<file path="config.mk">
export PLATFORM = sky130hd
export DESIGN_NAME = key_event_gen
export DESIGN_NICKNAME = d
export VERILOG_FILES = /design/src/rtl/key_event_gen.sv
export SDC_FILE = /design/constraint.sdc
export NUM_CORES = 1
export LEC_CHECK = 0
export CAP_MARGIN = 0
export CELL_PAD_IN_SITES_DETAIL_PLACEMENT = 1
export CELL_PAD_IN_SITES_GLOBAL_PLACEMENT = 2
export CORE_ASPECT_RATIO = 1.25
export CORE_MARGIN = 3
export CORE_UTILIZATION = 39
export DETAILED_ROUTE_END_ITERATION = 8
export GPL_TIMING_DRIVEN = 0
export HOLD_SLACK_MARGIN = 0.02
export PLACE_DENSITY_LB_ADDON = 0.3
export SYNTH_ARGS = -nofsm -noshare
export SYNTH_HDL_FRONTEND = slang
export SYNTH_SLANG_ARGS = --single-unit
</file>
<file path="constraint.sdc">
create_clock -name clk -period 3.15 [get_ports clk]
set_clock_uncertainty 0.1 [all_clocks]
set_input_delay 0.63 -clock clk [delete_from_list [all_inputs] [get_ports clk]]
set_output_delay 0.63 -clock clk [all_outputs]
set_load 0.005 [all_outputs]
</file>
<file path="src/rtl/key_event_gen.sv">
// Per-button press/release/long-press/auto-repeat event generator.
// Auto-repeat pulses are built only when KEY_EVENT_REPEAT_EN is defined.
module key_event_gen #(
    parameter int N_BTN         = 5,
    parameter int LONG_CYCLES   = 50_000_000,
    parameter int REPEAT_CYCLES = 10_000_000
) (
    input  logic             clk,
    input  logic             rst_n,
    input  logic [N_BTN-1:0] btn_level,
    output logic [N_BTN-1:0] press_pulse,
    output logic [N_BTN-1:0] release_pulse,
    output logic [N_BTN-1:0] long_pulse,
    output logic [N_BTN-1:0] repeat_pulse,
    output logic [N_BTN-1:0] held
);

    localparam int MAXC = (LONG_CYCLES > REPEAT_CYCLES) ?
                          LONG_CYCLES : REPEAT_CYCLES;
    localparam int CW = (MAXC > 2) ? $clog2(MAXC) : 1;

    localparam logic [CW-1:0] LONG_LAST = CW'(LONG_CYCLES - 1);
    localparam logic [CW-1:0] CNT_MAX   = '1;
`ifdef KEY_EVENT_REPEAT_EN
    localparam logic [CW-1:0] REP_LAST  = CW'(REPEAT_CYCLES - 1);
`endif

    typedef enum logic [1:0] {
        IDLE  = 2'd0,
        PRESS = 2'd1,
        LONG  = 2'd2
    } state_t;

    state_t            state_q [N_BTN];
    logic [CW-1:0]     cnt_q   [N_BTN];
    logic [N_BTN-1:0]  press_q;
    logic [N_BTN-1:0]  release_q;
    logic [N_BTN-1:0]  long_q;
    logic [N_BTN-1:0]  held_q;
`ifdef KEY_EVENT_REPEAT_EN
    logic [N_BTN-1:0]  repeat_q;
`endif

    // cnt_q is 0 on the first cycle after an event, so it reaches
    // N-1 exactly N clocks after that event.
    always_ff @(posedge clk or negedge rst_n) begin
        if (!rst_n) begin
            for (int i = 0; i < N_BTN; i++) begin
                state_q[i] <= IDLE;
                cnt_q[i]   <= '0;
            end
            press_q   <= '0;
            release_q <= '0;
            long_q    <= '0;
            held_q    <= '0;
`ifdef KEY_EVENT_REPEAT_EN
            repeat_q  <= '0;
`endif
        end else begin
            press_q   <= '0;
            release_q <= '0;
            long_q    <= '0;
`ifdef KEY_EVENT_REPEAT_EN
            repeat_q  <= '0;
`endif
            for (int i = 0; i < N_BTN; i++) begin
                unique case (state_q[i])
                    IDLE: begin
                        if (btn_level[i]) begin
                            state_q[i] <= PRESS;
                            cnt_q[i]   <= '0;
                            press_q[i] <= 1'b1;
                        end
                    end
                    PRESS: begin
                        if (!btn_level[i]) begin
                            state_q[i]   <= IDLE;
                            cnt_q[i]     <= '0;
                            release_q[i] <= 1'b1;
                        end else if (cnt_q[i] == LONG_LAST) begin
                            state_q[i] <= LONG;
                            cnt_q[i]   <= '0;
                            long_q[i]  <= 1'b1;
                            held_q[i]  <= 1'b1;
                        end else if (cnt_q[i] != CNT_MAX) begin
                            cnt_q[i] <= cnt_q[i] + 1'b1;
                        end
                    end
                    LONG: begin
                        if (!btn_level[i]) begin
                            state_q[i]   <= IDLE;
                            cnt_q[i]     <= '0;
                            release_q[i] <= 1'b1;
                            held_q[i]    <= 1'b0;
`ifdef KEY_EVENT_REPEAT_EN
                        end else if (cnt_q[i] == REP_LAST) begin
                            cnt_q[i]    <= '0;
                            repeat_q[i] <= 1'b1;
                        end else if (cnt_q[i] != CNT_MAX) begin
                            cnt_q[i] <= cnt_q[i] + 1'b1;
                        end
`else
                        end else begin
                            cnt_q[i] <= '0;
                        end
`endif
                    end
                    default: begin
                        state_q[i] <= IDLE;
                        cnt_q[i]   <= '0;
                        held_q[i]  <= 1'b0;
                    end
                endcase
            end
        end
    end

    assign press_pulse   = press_q;
    assign release_pulse = release_q;
    assign long_pulse    = long_q;
    assign held          = held_q;
`ifdef KEY_EVENT_REPEAT_EN
    assign repeat_pulse  = repeat_q;
`else
    assign repeat_pulse  = '0;
`endif

endmodule

</file>
==> results by group <==
Layout
  – Design Area, Final: around 0.010 mm²
  – Multi-input gate area: 0.004866 mm²
  – Proportion of layout cells with a drive suffix above 1: between 8 and 9%
  – # diodes: 0
  – # fillers: around 2,700
  – Final #Nets: roughly 1,100
  – Syn-to-layout area delta: 13.49%
  – Register area: 0.004004 mm²

Logic synthesis
  – Synth cell types: 64
  – Post-synth EDFFs: 0
  – Yosys warning total: 0
  – Largest area contributor in the netlist: dfrtp_1
  – Dominant cells by area after synthesis: dfrtp_1, o21ai_0, o31ai_1
  – Most common cell in the netlist: o21ai_0
  – Synth Cell Area: roughly 0.0092 mm²
  – Synth top cells by count: o21ai_0, dfrtp_1, nand2_1
  – Syn_area_per_cell: about 9 µm²
  – Cells after synthesis: around 1,000
  – Post-synth ARST share: 100.0%
  – Synth Flop Type: dfrtp_1
  – Post-synth top area share: ~43%
  – FF+latch count, synth: 160
  – Post-synthesis sequential area ratio: about 43%

STA
  – Maximum clock rate: 0.3409 GHz
  – Fin. Hold Viols: 0
  – Final Cycle Share: 93.13%
  – Worst hold slack: 57.07 ps
  – Slew Viols, Final: 0
  – Worst-Margin Slew: around 840 ps
  – Crit path time final: roughly 2900 ps
  – Unrepaired setup endpoints after global routing: no
  – Fin worst setup slack: roughly 220 ps
  – Total negative slack: 0 ps
  – Final setup vio count: 0
  – Slew headroom: a little over two fifths

Pwr
  – Part of the power in the clock network: between 30% and 40%
  – Psw: ~1.9 mW
  – Peak VDD IR: roughly 340 µV
  – Leakage: about 4.4 nW
  – Pwr Total: 5.814 mW
  – Switching share of power: around a third
  – Comb pwr share: approximately a quarter
  – Internal: 3.904 mW
  – Reg power frac: 39.0%
  – Cell Pwr Density: between 500 and 600 mW/mm²

Critical path
  – Startpoint Class: register
  – Top Family by Delay on Critical Path: compound AO/OA/AOI/OAI gates
  – CP endpoint kind: register
  – CP Max Fanout: 10
  – Max incr delay on CP: 660 ps
  – Worst Path Buf+Inv: 2
  – Worst reg2reg setup slack: between 200 and 250 ps
  – Arrival time at the worst endpoint: approximately 3200 ps
  – Crit-path slowest cell: o22ai_1
  – Critical Path RT: 3380 ps
  – Crit path cell chain: ha_1, and3_1, buf_2, and4_1, nand4_1, o22ai_1, clkbuf_2, o21ai_0, o31ai_1
  – Worst setup path class: reg2reg

Clock network
  – Post-CTS setup buffers: 0
  – Clock root cell: clkbuf_16
  – Clock Path Buffers: 2
  – Resize count post-CTS: 0
  – Htree depth: 4
  – Reg clk slew, reported paths: 70 ps
  – Hold buffer count at cts: 0
  – CTS tree: yes
  – CTS Buf Count: 17
  – CTS Sinks: 160
  – Clock latency on the worst-skew pair: between 400 and 500 ps

GRT
  – M2 GR Usage: 37.09%
  – Tot GR Track Use: 20.70%
  – Initial antenna violation count: 0
  – Pin count of the biggest net entering global routing: 82
  – First-pass GRT wire length: roughly 44 mm
  – Total grt overflow: 0
  – M1 GR Usage: between 20% and 30%
  – Vias in the first global route: around 8,600
  – GR peak layer: met2
  – Met3 Track Usage GR: about 3%

Floorplan
  – Rows: 62
  – Die outline width: approximately 140 µm
  – Die Area: between 0.02 and 0.03 mm²
  – Initial Utilization: 39.84%
  – CORE AREA: between 0.02 and 0.025 mm²
  – I/O pins: 32
  – DIE HEIGHT: ~180 µm

Route
  – Wire per inst: 18.44 µm
  – Via Count: between 8,000 and 9,000
  – Total routed wirelength: ~25 mm
  – First drt pass iteration count: 4
  – DR iter-0 viols: between 400 and 500
  – Vias per cell: around 6.0
  – DR DRC count: 0
  – DRT antenna net count: 0

Hold path
  – Worst hold path type: in2async

Placement
  – Pre-CTS setup slack: ~190 ps
  – Routability Congestion: approximately 0.8
  – Placement Cell Area: 0.009848 mm²
  – Post-DP HPWL: ~18 mm
  – Port Buffers: 23

Job
  – Max-cap violations: 0

Status
  – Outcome: finished clean
[state kept, by name, summed over array words and instances, names as in the netlist]
name and flops:
cnt_q 130, held 5, release_pulse 5, state_q 10, long_pulse 5, press_pulse 5
[logic make-up (layout without fill, tap and decap cells)]
family,count (synthesis),count (layout),share of synthesized area (%)
DFF,160,160,43.47
xor gates and xnor gates,2,2,0.1902
buffers and inverters,77,133,3.858
muxes,4,4,0.4483
adders and majority gates,25,25,3.396
AOI/OAI and AO/OA,345,345,23.23
and+or+nand+nor,418,418,25.36
other,1,5,0.04072
[worst paths after layout]
kind,from,end,cells after the start
max in group asynchronous,rst_n,cnt_q[39],2
setup / recovery,cnt_q[26],cnt_q[36],9
hold / removal,rst_n,cnt_q[72],1
setup reg to reg,cnt_q[26],cnt_q[36],9
hold reg to reg,cnt_q[41],cnt_q[41],1
min in group clk,cnt_q[41],cnt_q[41],1
[worst register-to-register path, cell delays in order (launching register included)]
cell and delay, ps:
dfrtp_1 430, ha_1 270, and3_1 170, buf_2 160, and4_1 220, nand4_1 220
o22ai_1 660, clkbuf_2 370, o21ai_0 140, o31ai_1 80
[cells in the final DEF (no fill, tap or decap), drive strengths merged, types with 24 or more instances in the layout]
cell type and instances:
a21oi 41, a31oi 24, and2 27, and3 32, and4 27, buf 35, clkbuf 36, dfrtp 160
ha 25, inv 30, nand2 77, nand3 65, nand4 37, nor2 66, nor2b 29, o21ai 174
o31ai 70
[routing by layer]
layer	routed length, µm	vias up
li1	-	3955
met3	467	25
met4	312	0
met2	13040	78
met5	0	-
met1	11630	4190
[per-stage QoR]
stage | utilization, % | cells
after floorplan | - | 1036
after global placement | 42.46 | 1347
after detailed placement | 42.60 | 1348
after CTS | 45.22 | 1380
after global routing | 45.22 | 1380
final | 45.22 | 1380
[power groups by stage]
stage	logic, mW	clock network, mW	registers [mW]
detailed placement	1.39	0	2.31
global route	1.57	2.31	2.29
floorplan	0.882	0	2.29
finish	1.38	2.17	2.27
global placement	1.37	0	2.30
CTS	1.40	2.22	2.27
[area by class of cell]
type / instances / area share (%)
clock buffer: 20 / 4.273
buffer: 49 / 2.394
inverter: 28 / 1.006
timing repair buffer: 24 / 2.514
clock inverter: 12 / 1.508
multi-input combinational: 799 / 46.55
sequential: 160 / 38.31
tap: 288 / 3.447
Note: power is estimated with default switching activity, not from simulation.
